===== src/rtl/pkg_en.sv =====
// Shared definitions for the ElectronNest compute node.
// Holds the data/address widths, the forward/backward token structs,
// the element-wise op encoding and the top-level FSM state type.
package pkg_en;

   localparam int WIDTH_DATA   = 32;
   localparam int WIDTH_EXADDR = 32;

   // Forward token: valid, acquire, release, condition, [index], data.
   typedef struct packed {
      logic                    v;
      logic                    a;
      logic                    r;
      logic                    c;
`ifdef EXTEND_MEM
      logic [WIDTH_EXADDR-1:0] i;
`endif
      logic [WIDTH_DATA-1:0]   d;
   } FTk_t;

   // Backward token: nack, term, valid, condition.
   typedef struct packed {
      logic n;
      logic t;
      logic v;
      logic c;
   } BTk_t;

   localparam logic [1:0] OP_COPY = 2'b00;
   localparam logic [1:0] OP_ADD  = 2'b01;
   localparam logic [1:0] OP_XOR  = 2'b10;
   localparam logic [1:0] OP_NEG  = 2'b11;

   typedef enum logic [2:0] {
      S_IDLE,
      S_BOOT,
      S_LD_REQ,
      S_LD_WAIT,
      S_ST
   } state_t;

endpackage


===== src/rtl/en_boot_cfg.sv =====
// Boot word counter and configuration register file.
// Ports:
//   clock, reset     system clock, async active-low reset
//   start            boot word 0 accepted this cycle
//   word_vld         a further boot word accepted this cycle
//   word             boot word payload
//   done             pulses with the acceptance of boot word 7
//   cfg0..cfg4       load base, store base, count, strides, op/imm
module en_boot_cfg
   import pkg_en::*;
(
   input  logic                  clock,
   input  logic                  reset,
   input  logic                  start,
   input  logic                  word_vld,
   input  logic [WIDTH_DATA-1:0] word,
   output logic                  done,
   output logic [WIDTH_DATA-1:0] cfg0,
   output logic [WIDTH_DATA-1:0] cfg1,
   output logic [WIDTH_DATA-1:0] cfg2,
   output logic [WIDTH_DATA-1:0] cfg3,
   output logic [WIDTH_DATA-1:0] cfg4
);

   // Index of the next boot word expected; word 0 arrives via start.
   logic [2:0] word_idx;

   always_ff @(posedge clock or negedge reset) begin
      if (!reset) begin
         word_idx <= '0;
         cfg0     <= '0;
         cfg1     <= '0;
         cfg2     <= '0;
         cfg3     <= '0;
         cfg4     <= '0;
      end else if (start) begin
         word_idx <= 3'd1;
      end else if (word_vld) begin
         // 3-bit index wraps to 0 after word 7, ready for the next boot.
         word_idx <= word_idx + 3'd1;
         case (word_idx)
            3'd3:    cfg0 <= word;
            3'd4:    cfg1 <= word;
            3'd5:    cfg2 <= word;
            3'd6:    cfg3 <= word;
            3'd7:    cfg4 <= word;
            default: ;
         endcase
      end
   end

   assign done = word_vld && (word_idx == 3'd7);

endmodule


===== src/rtl/electron_nest.sv =====
// ElectronNest compute node: boot-configured load -> operate -> store engine.
// Ports:
//   clock, reset          system clock, async active-low reset
//   I_Boot                boot window; word 0 accepted only while high
//   O_Ld_Req/O_Ld_Addr    load request strobe and address
//   I_Ld_FTk              boot words and load data from memory
//   O_Ld_BTk              backpressure to the load side (n busy)
//   O_St_Req/O_St_Addr    store request strobe and address
//   O_St_FTk              store data token
//   I_St_BTk              store backpressure; n=1 stalls the store
module electron_nest
   import pkg_en::*;
(
   input  logic                    clock,
   input  logic                    reset,
   input  logic                    I_Boot,
   output logic                    O_Ld_Req,
   output logic [WIDTH_EXADDR-1:0] O_Ld_Addr,
   input  FTk_t                    I_Ld_FTk,
   output BTk_t                    O_Ld_BTk,
   output logic                    O_St_Req,
   output logic [WIDTH_EXADDR-1:0] O_St_Addr,
   output FTk_t                    O_St_FTk,
   input  BTk_t                    I_St_BTk
);

   state_t state, state_nxt;

   logic                         boot_start;
   logic                         boot_word;
   logic                         boot_done;
   logic                         st_commit;
   logic                         last_elem;
   logic [WIDTH_DATA-1:0]        cfg0, cfg1, cfg2, cfg3, cfg4;
   logic [WIDTH_DATA-1:0]        k;
   logic [WIDTH_EXADDR-1:0]      ld_off;
   logic [WIDTH_EXADDR-1:0]      st_off;
   logic signed [WIDTH_DATA-1:0] result_p0;
   logic                         unused_bits;

   function automatic logic signed [WIDTH_DATA-1:0] apply_op(
      input logic [1:0]                op,
      input logic signed [WIDTH_DATA-1:0] d,
      input logic [15:0]               imm
   );
      logic signed [WIDTH_DATA-1:0] imm_ext;
      imm_ext = {{(WIDTH_DATA-16){imm[15]}}, imm};
      case (op)
         OP_ADD:  apply_op = d + imm_ext;
         OP_XOR:  apply_op = d ^ imm_ext;
         OP_NEG:  apply_op = -d;
         default: apply_op = d;
      endcase
   endfunction

   assign boot_start = (state == S_IDLE) && I_Boot && I_Ld_FTk.v && I_Ld_FTk.a;
   assign boot_word  = (state == S_BOOT) && I_Ld_FTk.v;
   assign st_commit  = (state == S_ST) && !I_St_BTk.n;
   assign last_elem  = ((k + 32'd1) == cfg2);

   // Only v/a/d of the load token, n of the store token and op/imm of CFG4
   // steer the engine.
   assign unused_bits = ^{I_Ld_FTk, I_St_BTk, cfg4[15:2]};

   en_boot_cfg u_boot_cfg (
      .clock    (clock),
      .reset    (reset),
      .start    (boot_start),
      .word_vld (boot_word),
      .word     (I_Ld_FTk.d),
      .done     (boot_done),
      .cfg0     (cfg0),
      .cfg1     (cfg1),
      .cfg2     (cfg2),
      .cfg3     (cfg3),
      .cfg4     (cfg4)
   );

   always_ff @(posedge clock or negedge reset) begin
      if (!reset) state <= S_IDLE;
      else        state <= state_nxt;
   end

   always_comb begin
      state_nxt = state;
      O_Ld_Req  = 1'b0;
      O_Ld_Addr = '0;
      O_Ld_BTk  = '0;
      O_St_Req  = 1'b0;
      O_St_Addr = '0;
      O_St_FTk  = '0;
      case (state)
         S_IDLE: begin
            if (boot_start) state_nxt = S_BOOT;
         end
         S_BOOT: begin
            if (boot_done) state_nxt = (cfg2 == '0) ? S_IDLE : S_LD_REQ;
         end
         S_LD_REQ: begin
            O_Ld_Req   = 1'b1;
            O_Ld_Addr  = cfg0 + ld_off;
            O_Ld_BTk.n = 1'b1;
            state_nxt  = S_LD_WAIT;
         end
         S_LD_WAIT: begin
            if (I_Ld_FTk.v) state_nxt = S_ST;
         end
         S_ST: begin
            O_St_Req   = 1'b1;
            O_St_Addr  = cfg1 + st_off;
            O_St_FTk.v = 1'b1;
            O_St_FTk.d = result_p0;
            O_Ld_BTk.n = 1'b1;
            if (st_commit) state_nxt = last_elem ? S_IDLE : S_LD_REQ;
         end
         default: state_nxt = S_IDLE;
      endcase
   end

   // Element index and address offsets advance once per committed store;
   // offsets accumulate the strides so no multiplier is needed.
   always_ff @(posedge clock or negedge reset) begin
      if (!reset) begin
         k      <= '0;
         ld_off <= '0;
         st_off <= '0;
      end else if (boot_done) begin
         k      <= '0;
         ld_off <= '0;
         st_off <= '0;
      end else if (st_commit) begin
         k      <= k + 32'd1;
         ld_off <= ld_off + {{(WIDTH_EXADDR-16){1'b0}}, cfg3[15:0]};
         st_off <= st_off + {{(WIDTH_EXADDR-16){1'b0}}, cfg3[31:16]};
      end
   end

   // Stage p0: load data -> operated result, held through the store
   always_ff @(posedge clock) begin
      if ((state == S_LD_WAIT) && I_Ld_FTk.v)
         result_p0 <= apply_op(cfg4[1:0], signed'(I_Ld_FTk.d), cfg4[31:16]);
   end

endmodule


===== config.mk =====
export PLATFORM = sky130hd
export DESIGN_NAME = electron_nest
export DESIGN_NICKNAME = d
export VERILOG_FILES = /design/src/rtl/pkg_en.sv /design/src/rtl/en_boot_cfg.sv /design/src/rtl/electron_nest.sv
export SDC_FILE = /design/constraint.sdc
export NUM_CORES = 1
export LEC_CHECK = 0
export CAP_MARGIN = 20
export CORE_ASPECT_RATIO = 0.7
export CORE_UTILIZATION = 40
export DETAILED_ROUTE_END_ITERATION = 8
export PLACE_DENSITY_LB_ADDON = 0.05
export SETUP_SLACK_MARGIN = 0.5
export SLEW_MARGIN = 0
export SYNTH_ARGS = -nofsm -noshare
export SYNTH_HDL_FRONTEND = slang
export SYNTH_HIERARCHICAL = 1
export SYNTH_SLANG_ARGS = --single-unit

===== constraint.sdc =====
create_clock -name clock -period 4.02 [get_ports clock]
set_clock_uncertainty 0.15 [all_clocks]
set_input_delay 0.804 -clock clock [delete_from_list [all_inputs] [get_ports clock]]
set_output_delay 0.804 -clock clock [all_outputs]
set_load 0.05 [all_outputs]

==> results.yml, run 1 <==
outcome:
  status: "finished, violations left"
  violations: "setup timing"
worst_hold_path:
  hold_class: "input pin to async pin"
finish:
  finalNetCount: 2683
  final_cell_mix: "dfrtp_1 (241), buf_4 (194), nor2_1 (187), nand2_1 (145), a21oi_1 (133)"
  design_area_sq_um: 27600
  layout-drive-gt1-share_pct: 30.0
  synthToLayoutAreaGrowth_pct: 31.6
  final_common_cell: "dfrtp_1"
placed_design:
  placed_cell_area_sq_um: 24800
  numPortBuffers: 137
  gp_congestion: 0.914
  dp_slack_ns: -0.252
  dp_hpwl_microns: 51300
power:
  power.density_nw_per_um2: 608
  p_clk_share_pct: 17.2
  p_sw_share_pct: 42.1
  power_switching_mw: 7.05
  pwr-share-seq_pct: 28.2
  p_int_mw: 9.70
  max-vdd-ir-drop_mv: 0.335
  pwr-share-comb_pct: 54.6
  leakage_nw: 12.3
  total_power_mw: 16.8
route:
  routed_wl_microns: 71500
  first_iter_violations: 1475
  first_pass_iters: 6
  vias_per_cell: 5.75
  vias: 18400
  wire_per_inst_microns: 22.3
  drc: 0
  ant_nets: 0
floorplanning:
  core_area_sq_um: 51200
  dieArea_sq_um: 53300
  dieHeight_microns: 193
  rows: 69
  start_util_pct: 40.9
  io_pins: 149
  die_w_microns: 276
sta:
  fmax_mhz: 228
  hold_slack_ns: 0.138
  fin_ws_ns: -0.368
  fin_crit_ns: 4.39
  worstMarginPinSlew_ns: 0.969
  finalSetupViolations: 22
  finalSetupTns_ns: -4.40
  grt_setup_unrepaired: "true"
  timing.slew.headroom_pct: 35.3
  maxSlewViolCount: 0
  hold_violations: 0
  fin_crit_sh_pct: 109
logic_synthesis:
  yosysWarnings: 6
  postSynthCellCount: 2206
  syn_area_sq_um: 20900
  synth_area_per_cell_sq_um: 9.50
critical_path:
  crit_path_frequent_cell: "o21a_1"
  worst_ep_required_time_ns: 3.07
  critPathKind: "flip-flop to output port"
  startpoint_type: "flip-flop"
  slowest_stage: "dfrtp_1"
  crit_path_max_fanout: 4
  r2r_end: "st_off[30]"
  r2r-start: "st_off[2]"
  cp_cell_sequence: "ha_4, fa_2, a21oi_4, o211a_1, nor2_2, a22o_4, a31o_4, o21a_1, o21a_1, nor3_4, buf_12"
  end_kind: "output port"
  cp_slowest_stage_delay_ns: 0.41
  crit_arrival_ns: 3.43
  crit_start: "ld_off[0]"
  reg2reg_setup_slack_ns: 0.64
  endpoint: "O_Ld_Addr[24]"
  r2r_cells: 12
clock_tree:
  holdBufCountCts: 0
  htree_levels: 1
  cts.clk_slew.worst_paths_ns: 0.06
  insertion_delay_ns: 0.60
  clock_sinks: 280
  cts_buffers: 31
  clk_path_buf_depth: 3
  root_buffer: "clkbuf_16"
  cts_tree: "built"
global_route:
  antenna_found_initial: 9
  overflow: 0
  grt_pass1_wl_microns: 109000
  grt_use_total_pct: 26.5
  grt_max_degree: 118
  grt_pass1_vias: 17900
flow_run:
  max-cap-violations: 0
[timing repair]
item	4_1_cts	5_1_grt
endpoints found under the hold margin	0	0
endpoints found under the setup margin	107	97
pin swaps	72	74
resized for setup	176	152
buffers inserted	32	25
[worst min-delay path by stage]
stage                                endpoint  cells past startpoint                start
final                                    k[9]                      1                reset
after floorplan            u_boot_cfg/cfg0[0]                      1   u_boot_cfg/cfg0[0]
after global placement     u_boot_cfg/cfg0[0]                      1   u_boot_cfg/cfg0[0]
after CTS                  u_boot_cfg/cfg2[8]                      1                reset
after detailed placement  u_boot_cfg/cfg4[16]                      1  u_boot_cfg/cfg4[16]
after global routing                     k[9]                      1                reset
[flip-flops by register name (all words and copies together) (netlist names)]
name / count
ld_off: 32
state: 3
u_boot_cfg/cfg3: 32
k: 32
u_boot_cfg/cfg1: 32
u_boot_cfg/word_idx: 3
u_boot_cfg/cfg0: 32
u_boot_cfg/cfg4: 18
u_boot_cfg/cfg2: 32
result_p0: 32
st_off: 32
[layer usage]
| layer | vias up | GRT usage [%] | routed length [microns] |
|---|---|---|---|
| li1 | 8690 | - | - |
| met1 | 9119 | 41.8 | 36200 |
| met2 | 520 | 37.1 | 29500 |
| met3 | 94 | 3.74 | 3990 |
| met4 | 0 | 6.63 | 1800 |
| met5 | - | 0 | 0 |
[per-stage QoR]
step	std cells	util (%)
final	3203	53.8
after global routing	3201	53.8
after CTS	3176	52.1
after detailed placement	3086	48.4
after global placement	3086	48.4
after floorplan	2211	-
[critical path, delay by kind of cell (launching register included)]
kind	cells	cell delay, ns
buffers and inverters	1	0.18
AO/OA/AOI/OAI	6	1.35
AND/OR/NAND/NOR	2	0.33
flip-flops	1	0.41
adder cells (fa/ha/maj)	2	0.56
[layout make-up]
type                       count  area [sq um]
multi-input combinational   1791         14600
inverter                      41           154
clock inverter                 9          51.3
antenna                        2          5.00
sequential                   280          7180
clock buffer                  49           955
tap                          674           843
fill                        4571         23600
timing repair buffer         357          3780
[power by group through the flow]
stage,sequential (mW),combinational [mW],clock [mW]
finish,4.73,9.15,2.87
global route,4.84,9.88,3.04
CTS,4.68,8.54,2.93
detailed placement,4.67,8.06,0
global placement,4.66,7.97,0
floorplan,4.31,5.66,0
Note: power is estimated with default switching activity, not from simulation.
==> run 2: changes to the inputs <==
CORE_MARGIN = 3   (was default)
==> results.yml, run 2 (same netlist as run 1, synthesis figures left out) <==
finish:
  final_common_cell: "dfrtp_1"
  final_cells: 3228
  synthToLayoutAreaGrowth_pct: 33.1
  fillers: 4547
  finalNetCount: 2708
  regArea_sq_um: 7170
  final_cell_mix: "dfrtp_1 (243), buf_4 (216), nor2_1 (177), nand2_1 (144), a21oi_1 (130)"
  multiInputGateArea_sq_um: 14700
  layout-drive-gt1-share_pct: 31.0
  final_core_util_pct: 54.4
  design_area_sq_um: 27900
critical_path:
  r2r_cells: 8
  crit_arrival_ns: 3.41
  reg2reg_setup_slack_ns: 0.65
  startpoint_type: "flip-flop"
  r2r_end: "state[1]"
  critPathKind: "flip-flop to output port"
  r2r-start: "k[0]"
  worst_ep_required_time_ns: 3.07
  end_kind: "output port"
  crit_path_max_fanout: 6
sta:
  grt_setup_unrepaired: "true"
  fmax_mhz: 229
  finalSetupTns_ns: -5.14
  hold_violations: 0
  fin_ws_ns: -0.342
  fin_crit_ns: 4.36
  hold_slack_ns: 0.365
  maxSlewViolCount: 0
  finalSetupViolations: 29
  worstMarginPinSlew_ns: 0.871
  fin_crit_sh_pct: 108
  timing.slew.headroom_pct: 41.4
floorplanning:
  dieArea_sq_um: 55200
  rows: 69
  die_w_microns: 280
  core_area_sq_um: 51300
  dieHeight_microns: 197
  start_util_pct: 40.8
  io_pins: 149
clock_tree:
  cts_tree: "built"
  cts.clk_slew.worst_paths_ns: 0.06
  clock_sinks: 280
  clk_path_buf_depth: 3
  cts_buffers: 31
  root_buffer: "clkbuf_16"
  insertion_delay_ns: 0.59
  htree_levels: 1
power:
  pwr-share-seq_pct: 27.4
  leakage_nw: 12.5
  p_int_mw: 10.0
  power.density_nw_per_um2: 617
  pwr-share-comb_pct: 54.9
  p_clk_share_pct: 17.7
  power_switching_mw: 7.17
  total_power_mw: 17.2
  p_sw_share_pct: 41.7
  max-vdd-ir-drop_mv: 0.384
global_route:
  overflow: 0
  grt_pass1_wl_microns: 110000
  grt_max_degree: 80
  grt_use_total_pct: 25.5
  antenna_found_initial: 7
  grt_pass1_vias: 18300
placed_design:
  dp_hpwl_microns: 51500
  placed_cell_area_sq_um: 24900
  dp_slack_ns: -0.372
  numPortBuffers: 137
  place_inst: 3108
  gp_congestion: 0.896
route:
  highest-signal-layer: "met5"
  wire_per_inst_microns: 22.2
  vias: 18500
  drc: 0
  dr_wl_met2_microns: 29200
  ant_nets: 0
  dr_wl_met3_microns: 5330
  drt-met1-wl_microns: 35400
  first_iter_violations: 1537
  routed_wl_microns: 71800
  vias_per_cell: 5.74
  first_pass_iters: 6
flow_run:
  max-cap-violations: 0
worst_hold_path:
  hold_class: "flip-flop to flip-flop"
  hold_start: "u_boot_cfg/cfg4[23]"
  min_to: "u_boot_cfg/cfg4[23]"
  min_path_cells: 1
outcome:
  status: "finished, violations left"
  violations: "setup timing"
-- run 2: cell types whose count changed in the layout (fill, tap and decap cells not counted), moves of 4 or more --
cell	before	now
clkbuf_1	8	2
ha_2	9	5
nor2_1	187	177
xnor2_1	107	103
xnor2_2	8	13
buf_4	194	216
clkdlybuf4s15_1	11	2
ha_4	24	28
nor2_2	32	44
dlygate4sd2_1	24	38
-- run 2: worst max path at each step --
| stage | start | endpoint | slack, ns | depth (start not counted) |
|---|---|---|---|---|
| after floorplan | st_off[16] | O_St_Addr[28] | 0.27 | 10 |
| after global placement | I_Ld_FTk[4] | result_p0[18] | -0.27 | 10 |
| after detailed placement | I_Ld_FTk[4] | result_p0[18] | -0.37 | 10 |
| after CTS | ld_off[1] | O_Ld_Addr[31] | -0.33 | 11 |
| after global routing | ld_off[6] | O_Ld_Addr[25] | -0.43 | 13 |
| final | ld_off[12] | O_Ld_Addr[31] | -0.34 | 10 |
-- run 2: power by group through the flow --
| stage | clock, mW | sequential, mW | combinational (mW) |
|---|---|---|---|
| 6_report | 3.05 | 4.71 | 9.44 |
| 5_1_grt | 3.23 | 4.81 | 10.2 |
| 2_1_floorplan | 0 | 4.31 | 5.66 |
| 3_5_place_dp | 0 | 4.64 | 8.12 |
| 4_1_cts | 3.12 | 4.65 | 8.81 |
| 3_3_place_gp | 0 | 4.63 | 8.02 |
-- run 2: area by class of cell --
type | instances | share of cell area (%)
multi-input combinational | 1791 | 52.7
sequential | 280 | 25.7
timing repair buffer | 382 | 14.1
clock buffer | 41 | 3.24
tap | 674 | 3.02
clock inverter | 17 | 0.637
inverter | 41 | 0.552
antenna | 2 | 0.0179
-- run 2: routing by layer --
layer / track usage [%] / up-vias
met5: 0 / -
met4: 5.97 / 2
met3: 4.94 / 103
met2: 36.6 / 602
met1: 39.2 / 9090
li1: - / 8744
-- run 2: repair_timing --
item | CTS | global route
buffers inserted | 39 | 20
endpoints found under the setup margin | 102 | 81
pin swaps | 91 | 83
hold endpoints to repair | 2 | 0
gates resized for setup | 199 | 141
hold buffers | 1 | 0
-- run 2: worst max-delay path: stages, from the launching register on --
cell      delay [ns]
dfrtp_2         0.46
ha_4            0.26
a21o_1          0.17
a41oi_1         0.33
nand3_1         0.17
o211ai_1        0.22
a211o_1         0.22
a31oi_4         0.14
a311oi_4        0.38
mux2i_4         0.30
buf_12          0.16
